<file path="src/rtl/pc_gen_pkg.sv">
`default_nettype none
// +----------------------------------------------------------------------+
// | pc_gen_pkg : shared defaults and FSM encoding for the fetch PC gen.  |
// | Rev 1.0                                                              |
// +----------------------------------------------------------------------+
package pc_gen_pkg;

  localparam int          c_xlen_default       = 32;
  localparam logic [31:0] c_reset_pc_default   = 32'h0000_0000;
  localparam int          c_inst_bytes_default = 4;

  typedef enum logic [0:0] {
    ST_BOOT = 1'b0,
    ST_RUN  = 1'b1
  } pc_state_e;

endpackage
`default_nettype wire

</file>
<file path="src/rtl/pc_btb.sv">
`default_nettype none
// +----------------------------------------------------------------------+
// | pc_btb : direct-mapped branch target buffer, combinational lookup.   |
// | Rev 1.0                                                              |
// +----------------------------------------------------------------------+
module pc_btb #(
  parameter int XLEN        = 32,
  parameter int INST_BYTES  = 4,
  parameter int BTB_ENTRIES = 16
) (
  input  logic            clk,
  input  logic            rst,
  input  logic [XLEN-1:0] lookup_pc,
  input  logic            upd_valid,
  input  logic [XLEN-1:0] upd_pc,
  input  logic            upd_taken,
  input  logic [XLEN-1:0] upd_target,
  output logic            hit,
  output logic [XLEN-1:0] target
);

  localparam int c_off_w = $clog2(INST_BYTES);
  localparam int c_idx_w = $clog2(BTB_ENTRIES);
  localparam int c_tag_w = XLEN - c_idx_w - c_off_w;

  logic [BTB_ENTRIES-1:0] r_valid;
  logic [c_tag_w-1:0]     r_tag    [BTB_ENTRIES];
  logic [XLEN-1:0]        r_target [BTB_ENTRIES];

  logic [c_idx_w-1:0] w_lk_idx;
  logic [c_tag_w-1:0] w_lk_tag;
  logic [c_idx_w-1:0] w_up_idx;
  logic [c_tag_w-1:0] w_up_tag;
  logic               w_unused_lsb;

  assign w_lk_idx = lookup_pc[c_idx_w+c_off_w-1:c_off_w];
  assign w_lk_tag = lookup_pc[XLEN-1:c_idx_w+c_off_w];
  assign w_up_idx = upd_pc[c_idx_w+c_off_w-1:c_off_w];
  assign w_up_tag = upd_pc[XLEN-1:c_idx_w+c_off_w];
  // Byte-offset bits never participate in index or tag.
  assign w_unused_lsb = ^{lookup_pc, upd_pc};

  assign hit    = r_valid[w_lk_idx] && (r_tag[w_lk_idx] == w_lk_tag);
  assign target = r_target[w_lk_idx];

  always_ff @(posedge clk or negedge rst) begin
    if (!rst) begin
      r_valid <= '0;
    end else if (upd_valid) begin
      if (upd_taken) begin
        r_valid[w_up_idx] <= 1'b1;
      end else if (r_tag[w_up_idx] == w_up_tag) begin
        r_valid[w_up_idx] <= 1'b0;
      end
    end
  end

  // Payload needs no reset: it is qualified by r_valid.
  always_ff @(posedge clk) begin
    if (upd_valid && upd_taken) begin
      r_tag[w_up_idx]    <= w_up_tag;
      r_target[w_up_idx] <= upd_target;
    end
  end

endmodule
`default_nettype wire

</file>
<file path="src/rtl/pc_gen.sv">
`default_nettype none
// +----------------------------------------------------------------------+
// | pc_gen : fetch PC generator with redirect, stall and BTB prediction. |
// | Rev 1.0                                                              |
// +----------------------------------------------------------------------+
module pc_gen
  import pc_gen_pkg::*;
#(
  parameter int              XLEN        = c_xlen_default,
  parameter logic [XLEN-1:0] RESET_PC    = c_reset_pc_default,
  parameter int              INST_BYTES  = c_inst_bytes_default,
  parameter int              BTB_ENTRIES = 16,
  parameter bit              BTB_EN      = 1'b1
) (
  input  logic            clk,
  input  logic            rst,
  input  logic            redirect_valid,
  input  logic [XLEN-1:0] redirect_pc,
  input  logic            upd_valid,
  input  logic [XLEN-1:0] upd_pc,
  input  logic            upd_taken,
  input  logic [XLEN-1:0] upd_target,
  input  logic            if_ready,
  output logic            pc_valid,
  output logic [XLEN-1:0] pc_o,
  output logic            pred_taken
);

  localparam logic [XLEN-1:0] c_align_mask = ~(XLEN'(INST_BYTES - 1));
  localparam logic [XLEN-1:0] c_step       = XLEN'(INST_BYTES);

  pc_state_e       r_state;
  pc_state_e       w_state_nxt;
  logic [XLEN-1:0] r_pc;
  logic [XLEN-1:0] w_pc_nxt;
  logic            w_accept;
  logic            w_hit;
  logic [XLEN-1:0] w_btb_target;

  generate
    if (BTB_EN) begin : g_btb
      pc_btb #(
        .XLEN        (XLEN),
        .INST_BYTES  (INST_BYTES),
        .BTB_ENTRIES (BTB_ENTRIES)
      ) u_btb (
        .clk        (clk),
        .rst        (rst),
        .lookup_pc  (r_pc),
        .upd_valid  (upd_valid),
        .upd_pc     (upd_pc),
        .upd_taken  (upd_taken),
        .upd_target (upd_target),
        .hit        (w_hit),
        .target     (w_btb_target)
      );
    end else begin : g_no_btb
      logic w_unused_upd;
      assign w_unused_upd = ^{upd_valid, upd_pc, upd_taken, upd_target};
      assign w_hit        = 1'b0;
      assign w_btb_target = '0;
    end
  endgenerate

  always_ff @(posedge clk or negedge rst) begin
    if (!rst) begin
      r_state <= ST_BOOT;
      r_pc    <= RESET_PC;
    end else begin
      r_state <= w_state_nxt;
      r_pc    <= w_pc_nxt;
    end
  end

  // Redirect outranks everything, including a stall, so it is never lost.
  always_comb begin
    w_state_nxt = ST_RUN;
    pc_valid    = (r_state == ST_RUN);
    w_accept    = pc_valid && if_ready;
    w_pc_nxt    = r_pc;
    if (redirect_valid) begin
      w_pc_nxt = redirect_pc & c_align_mask;
    end else if (w_accept && w_hit) begin
      w_pc_nxt = w_btb_target;
    end else if (w_accept) begin
      w_pc_nxt = r_pc + c_step;
    end
  end

  assign pc_o       = r_pc;
  assign pred_taken = w_hit && pc_valid;

endmodule
`default_nettype wire

</file>
<file path="config.mk">
export PLATFORM = sky130hd
export DESIGN_NAME = pc_gen
export DESIGN_NICKNAME = d
export VERILOG_FILES = /design/src/rtl/pc_gen_pkg.sv /design/src/rtl/pc_btb.sv /design/src/rtl/pc_gen.sv
export SDC_FILE = /design/constraint.sdc
export NUM_CORES = 1
export LEC_CHECK = 0
export CELL_PAD_IN_SITES_DETAIL_PLACEMENT = 1
export CELL_PAD_IN_SITES_GLOBAL_PLACEMENT = 1
export CORE_MARGIN = 10
export CORE_UTILIZATION = 45
export CTS_CLUSTER_DIAMETER = 150
export DETAILED_ROUTE_END_ITERATION = 7
export PLACE_DENSITY = 0.69
export SLEW_MARGIN = 10
export SYNTH_ARGS = -nofsm -noshare
export SYNTH_HDL_FRONTEND = slang
export SYNTH_SLANG_ARGS = --single-unit
</file>
<file path="constraint.sdc">
create_clock -name clk -period 8.5 [get_ports clk]
set_clock_uncertainty 0.15 [all_clocks]
set_input_delay 1.275 -clock clk [delete_from_list [all_inputs] [get_ports clk]]
set_output_delay 1.275 -clock clk [all_outputs]
set_load 0.02 [all_outputs]
</file>
==> impl_metrics.toml, run 1 <==
[finish]
nets = 2522
drive_gt1_frac = 0.244
final_area_um2 = 49400
final_util = 0.519
fillCellCount = 8519
area_growth_pct = 14.4

[sta]
setup_viol = 0
min_period_ns = 7.34
rsz0062_at_grt = "false"
worst_pin_slew_ns = 1.10
slew_headroom = 0.263
fin_crit_sh = 0.864
timing.fmax_mhz = 136
fin_tns_setup_ns = 0
final_max_slew_viol_count = 0
hold_viol = 0

[routing]
viasPerCell = 6.45
drt_iter0_drc = 3096
drc = 0
wl_um = 129000
antenna_left = 0
routedWlPerCell_um = 34.2
drt_pre_antenna_iters = 5
vias = 24300

[yosys]
ys_ff_latch = 977
synth.distinct_cells = 66
yosys-top-cells-area = "edfxtp_1 65%, mux4_2 19%, dfrtp_1 2.8%"
avgSynthCellArea_um2 = 18.9
syn_area_um2 = 43200
ys_warn_count = 0
synth_nets = 2384
synthCells = 2281
synth_top_area_cell = "edfxtp_1"
synthFlopType = "edfxtp_1"
synth_most_common_cell = "edfxtp_1"
synth_commonest_cells = "928 x edfxtp_1, 357 x mux4_2, 110 x mux2i_1, 86 x nand2_1, 72 x clkbuf_1"
synth_top_area_frac = 0.646
synth_edf_count = 928
synthArstFlopShare = 0.0502
yosysSeqAreaShare = 0.674

[clock_network]
h-tree-depth = 3
post_cts_buffers = 0
clk_latency_ns = 0.70
clk_pin_slew_ns = 0.06
cts_tree = "built"
holdBufCountCts = 0
clockBufferDepth = 3
clock-sinks = 977
cts_root_buf = "clkbuf_16"
cts_buffers = 103
post_cts_resized = 0

[die]
num_io_pins = 136
coreArea_um2 = 95200
die_h_um = 330
die_area_um2 = 109000
num_rows = 113
die_x_um = 330
initial_core_util = 0.454

[pwr]
vdd.ir_drop.worst_mv = 0.170
power_density_nw_per_um2 = 230
seqPwrFrac = 0.482
p_sw_frac = 0.245
power.switching_mw = 2.79
internal-power_mw = 8.59
pwr-share-clk = 0.395
p_leak_nw = 15.6
combPwrFrac = 0.123
fin_total_pwr_mw = 11.4

[global_routing]
antenna_found_initial = 4
grt_util_all_layers = 0.236
grt-ovfl-total = 0
grt_pass1_vias = 25700
grt_max_degree = 68
grt_pass1_wl_um = 186000

[critical_path]
critPathArrivalTime_ns = 5.92
worstSetupStartpointType = "flip-flop"
end_kind = "output port"
ff2ff_setup_slack_ns = 2.61
cp_slowest_cell = "dfrtp_4"
critPathMaxFanout = 49
critical_path_class = "reg2out"
cp.required_ns = 7.07
crit_path_max_incr_delay_ns = 1.06
path_cells = "buf_4 -> mux4_2 -> mux2i_1 -> nor3_1 -> nand4b_1 -> or4_1 -> nor4_1 -> and2_1 -> clkdlybuf4s50_1"

[hold_path]
hold_path_class = "reg2reg"

[place]
dpl_cell_area_um2 = 46000
port_buffers = 131
hpwl_um = 77600
gp_congestion = 0.888

[run]
max_cap_violations = 0

[status]
status = "finished, final reports clean"
==> path summary, 6_finish.rpt <==
kind                       startpoint    endpoint  cells after the start
max                           pc_o[2]  pred_taken                      9
min                         flip-flop   flip-flop                      1
max reg2reg                   pc_o[2]    pc_o[21]                      9
min reg2reg                 flip-flop   flip-flop                      1
max in group asynchronous         rst     pc_o[3]                      2
min in group asynchronous         rst   async pin                      2
==> cell families (layout without fill, tap and decap cells) <==
logic type      after synthesis  in the layout  synth area share
compound gates              208            208            0.0350
other cells                   1              5         0.0000869
simple gates                375            375            0.0451
buf+inv                     179            401            0.0188
xor+xnor                     68             68            0.0138
flops                       977            977             0.674
mux                         472            472             0.213
fa+ha+maj                     1              1          0.000290
==> cells in the final DEF, fill, tap and decap left out, types with 17 or more instances in the layout <==
| master | netlist | layout |
|---|---|---|
| a21oi_1 | 45 | 45 |
| a22oi_1 | 27 | 27 |
| and2_1 | 30 | 30 |
| buf_4 | 9 | 55 |
| clkbuf_1 | 72 | 21 |
| clkbuf_16 | 0 | 104 |
| clkdlybuf4s50_1 | 0 | 125 |
| clkinv_1 | 0 | 18 |
| clkinv_2 | 0 | 20 |
| dfrtp_1 | 49 | 45 |
| edfxtp_1 | 928 | 928 |
| inv_1 | 18 | 18 |
| mux2i_1 | 110 | 110 |
| mux4_2 | 357 | 357 |
| nand2_1 | 86 | 85 |
| nand3_1 | 37 | 37 |
| nand4_1 | 42 | 42 |
| nor2_1 | 68 | 55 |
| nor3_1 | 21 | 17 |
| xnor2_1 | 44 | 44 |
| xor2_1 | 24 | 24 |
==> registers in the layout, summed over array words and instances (netlist names), named ones only <==
name                  cells
g_btb.u_btb.r_tag       416
g_btb.u_btb.r_target    512
pc_o                     32
pc_valid                  1
==> power groups by stage <==
stage / combinational, mW / sequential (mW) / clock [mW]
after floorplan: 0.911 / 5.51 / 0
after global placement: 1.37 / 5.57 / 0
after detailed placement: 1.40 / 5.58 / 0
after CTS: 1.40 / 5.48 / 4.56
after global routing: 1.48 / 5.49 / 4.78
final: 1.39 / 5.49 / 4.50
==> layer usage <==
layer | part of all wire | GRT usage | vias to the layer above
met5 | 0.00019 | 0 | -
met4 | 0.024 | 0.0636 | 4
met3 | 0.079 | 0.0426 | 186
met2 | 0.48 | 0.376 | 1163
met1 | 0.42 | 0.333 | 13100
li1 | - | - | 9846
==> worst max-delay path, delay by kind of cell (launching register included) <==
| kind | cells | cell delay (ns) |
|---|---|---|
| buffers and inverters | 2 | 1.31 |
| DFF | 1 | 1.06 |
| muxes | 2 | 1.07 |
| and+or+nand+nor | 5 | 1.75 |
==> per-stage QoR <==
step / worst slack, ns / hold WS, ns / std cells
after floorplan: 0.654 / 0.326 / 2281
after global placement: 1.94 / 0.336 / 3579
after CTS: 1.16 / 0.359 / 3768
after detailed placement: 1.91 / 0.346 / 3579
after global routing: 0.991 / 0.372 / 3769
final: 1.16 / 0.358 / 3772
==> cell type report <==
class / count / area (µm²) / share of cell area
timing repair buffer: 192 / 1840 / 0.0372
multi-input combinational: 1125 / 13400 / 0.271
sequential: 977 / 29100 / 0.589
clock inverter: 59 / 647 / 0.0131
tap: 1265 / 1580 / 0.0320
antenna: 4 / 10.0 / 0.000203
inverter: 20 / 77.6 / 0.00157
clock buffer: 130 / 2750 / 0.0557
No activity file was read; power rests on OpenSTA's default activity.
==> run 2, diff against run 1 <==
--- a/config.mk
+++ b/config.mk
@@ -11,6 +11,7 @@
 export CORE_UTILIZATION = 45
 export CTS_CLUSTER_DIAMETER = 150
 export DETAILED_ROUTE_END_ITERATION = 7
+export GPL_TIMING_DRIVEN = 0
 export PLACE_DENSITY = 0.69
 export SLEW_MARGIN = 10
 export SYNTH_ARGS = -nofsm -noshare
==> impl_metrics.toml, run 2 (synthesis results as in run 1) <==
[clock_network]
clk_latency_ns = 0.71
cts_buffers = 103
clockBufferDepth = 3
h-tree-depth = 3
clock-sinks = 977
cts_tree = "built"
cts_root_buf = "clkbuf_16"
clk_pin_slew_ns = 0.06
post_cts_buffers = 0
holdBufCountCts = 0

[die]
die_x_um = 330
num_io_pins = 136
die_h_um = 330
coreArea_um2 = 95200
num_rows = 113
die_area_um2 = 109000
initial_core_util = 0.454

[critical_path]
end_kind = "output port"
critPathMaxFanout = 10
cp_slowest_cell = "clkdlybuf4s15_1"
crit_top_cell = "clkbuf_1"
path_delay_family = "buffers and inverters"
path_cells = "clkdlybuf4s15_1 -> clkbuf_2 -> clkbuf_1 -> clkbuf_1 -> nor3_1 -> a31oi_1 -> nor2_1 -> a2111o_1 -> or4_1 -> nor4_2 -> and2_1 -> clkdlybuf4s50_1"
crit_buf_inv = 5
critical_path_class = "reg2out"
ff2ff_setup_slack_ns = 2.35
critPathArrivalTime_ns = 6.92
cp.required_ns = 7.07
worstSetupStartpointType = "flip-flop"
crit_path_max_incr_delay_ns = 0.82

[global_routing]
grt_max_degree = 33
antenna_found_initial = 4
grt_util_all_layers = 0.272
grt_pass1_wl_um = 208000
grt-ovfl-total = 0
grt_pass1_vias = 27100

[pwr]
seqPwrFrac = 0.475
fin_total_pwr_mw = 11.4
pwr-share-clk = 0.383
p_leak_nw = 16.2
vdd.ir_drop.worst_mv = 0.183
power.switching_mw = 2.95
power_density_nw_per_um2 = 225
combPwrFrac = 0.141
internal-power_mw = 8.50
p_sw_frac = 0.257

[place]
dp_cells = 3758
port_buffers = 128
hpwl_um = 105000
gp_congestion = 0.932
dpl_cell_area_um2 = 47500

[sta]
timing.fmax_mhz = 120
hold_viol = 0
rsz0062_at_grt = "false"
holdWs_ns = 0.365
worst_pin_slew_ns = 1.28
min_period_ns = 8.35
setup_viol = 0
fin_tns_setup_ns = 0
fin_crit_sh = 0.982
final_max_slew_viol_count = 0
slew_headroom = 0.147

[routing]
vias = 25800
drt_pre_antenna_iters = 5
routedWlPerCell_um = 37.4
viasPerCell = 6.52
drt_iter0_drc = 3240
antenna_left = 0
wl_um = 148000
drc = 0

[status]
status = "finished, final reports clean"

[run]
max_cap_violations = 0

[finish]
top_register = "g_btb.u_btb.r_target"
final_cells = 3949
final_common_cell = "edfxtp_1"
nets = 2701
area_growth_pct = 17.6
final_cell_mix = "928 x edfxtp_1, 357 x mux4_2, 127 x clkdlybuf4s50_1, 110 x mux2i_1, 103 x clkbuf_16"
drive_gt1_frac = 0.251
largest_reg_flops = 512
final_area_um2 = 50800

[hold_path]
hold_path_class = "reg2reg"
-- run 2: cell count changes in the layout (fill, tap and decap cells not counted), sizes merged --
cell	before	now
clkinv	44	43
buf	67	170
clkbuf	130	209
bufinv	10	7
diode	4	3
inv	23	22
clkdlybuf4s15	0	1
clkinvlp	2	0
clkdlybuf4s50	125	127
-- run 2: worst reg2reg max path: stages, from the launching register on --
cell,delay (ns)
dfrtp_1,0.61
clkdlybuf4s15_1,0.83
clkbuf_2,0.58
clkbuf_1,0.61
clkbuf_1,0.67
buf_1,0.89
clkbuf_1,0.73
mux4_2,0.47
nand2_1,0.10
nor4_1,0.05
or3_1,0.33
-- run 2: timing repair --
item                                    CTS  global route
pin swaps                                 0             0
endpoints found under the setup margin    1             1
gates resized for setup                   3             1
-- run 2: metal layers --
metal,track usage,vias to the layer above,share of wire
met5,0,-,0.00028
met4,0.102,4,0.041
met3,0.0576,310,0.086
met2,0.439,1331,0.48
met1,0.361,13900,0.39
li1,-,10200,-
-- run 2: metrics by stage --
stage                util  setup slack (ns)
detailed placement  0.499             0.552
finish              0.534             0.155
floorplan               -             0.654
global placement    0.484             -8.04
global route        0.533             0.118
CTS                 0.533            0.0650
-- run 2: layout make-up --
type	instances	area [µm²]
fill	8532	44400
timing repair buffer	212	2610
inverter	20	75.1
antenna	3	7.51
clock inverter	52	524
buffer	159	747
sequential	977	29100
clock buffer	136	2740
tap	1265	1580
multi-input combinational	1125	13400
-- run 2: final timing paths --
check | startpoint | end | depth (start not counted)
setup / recovery | pc_o[4] | pred_taken | 12
hold / removal | flip-flop | flip-flop | 1
setup reg to reg | pc_o[4] | pc_o[29] | 10
hold reg to reg | flip-flop | flip-flop | 1
max in group asynchronous | rst | pc_o[5] | 2
min in group asynchronous | rst | async pin | 1
-- run 2: power by group through the flow --
stage / clock [mW] / sequential [mW] / combinational, mW
global placement: 0 / 5.54 / 1.56
finish: 4.39 / 5.44 / 1.62
floorplan: 0 / 5.51 / 0.911
detailed placement: 0 / 5.54 / 1.60
CTS: 4.43 / 5.44 / 1.61
global route: 4.64 / 5.44 / 1.68
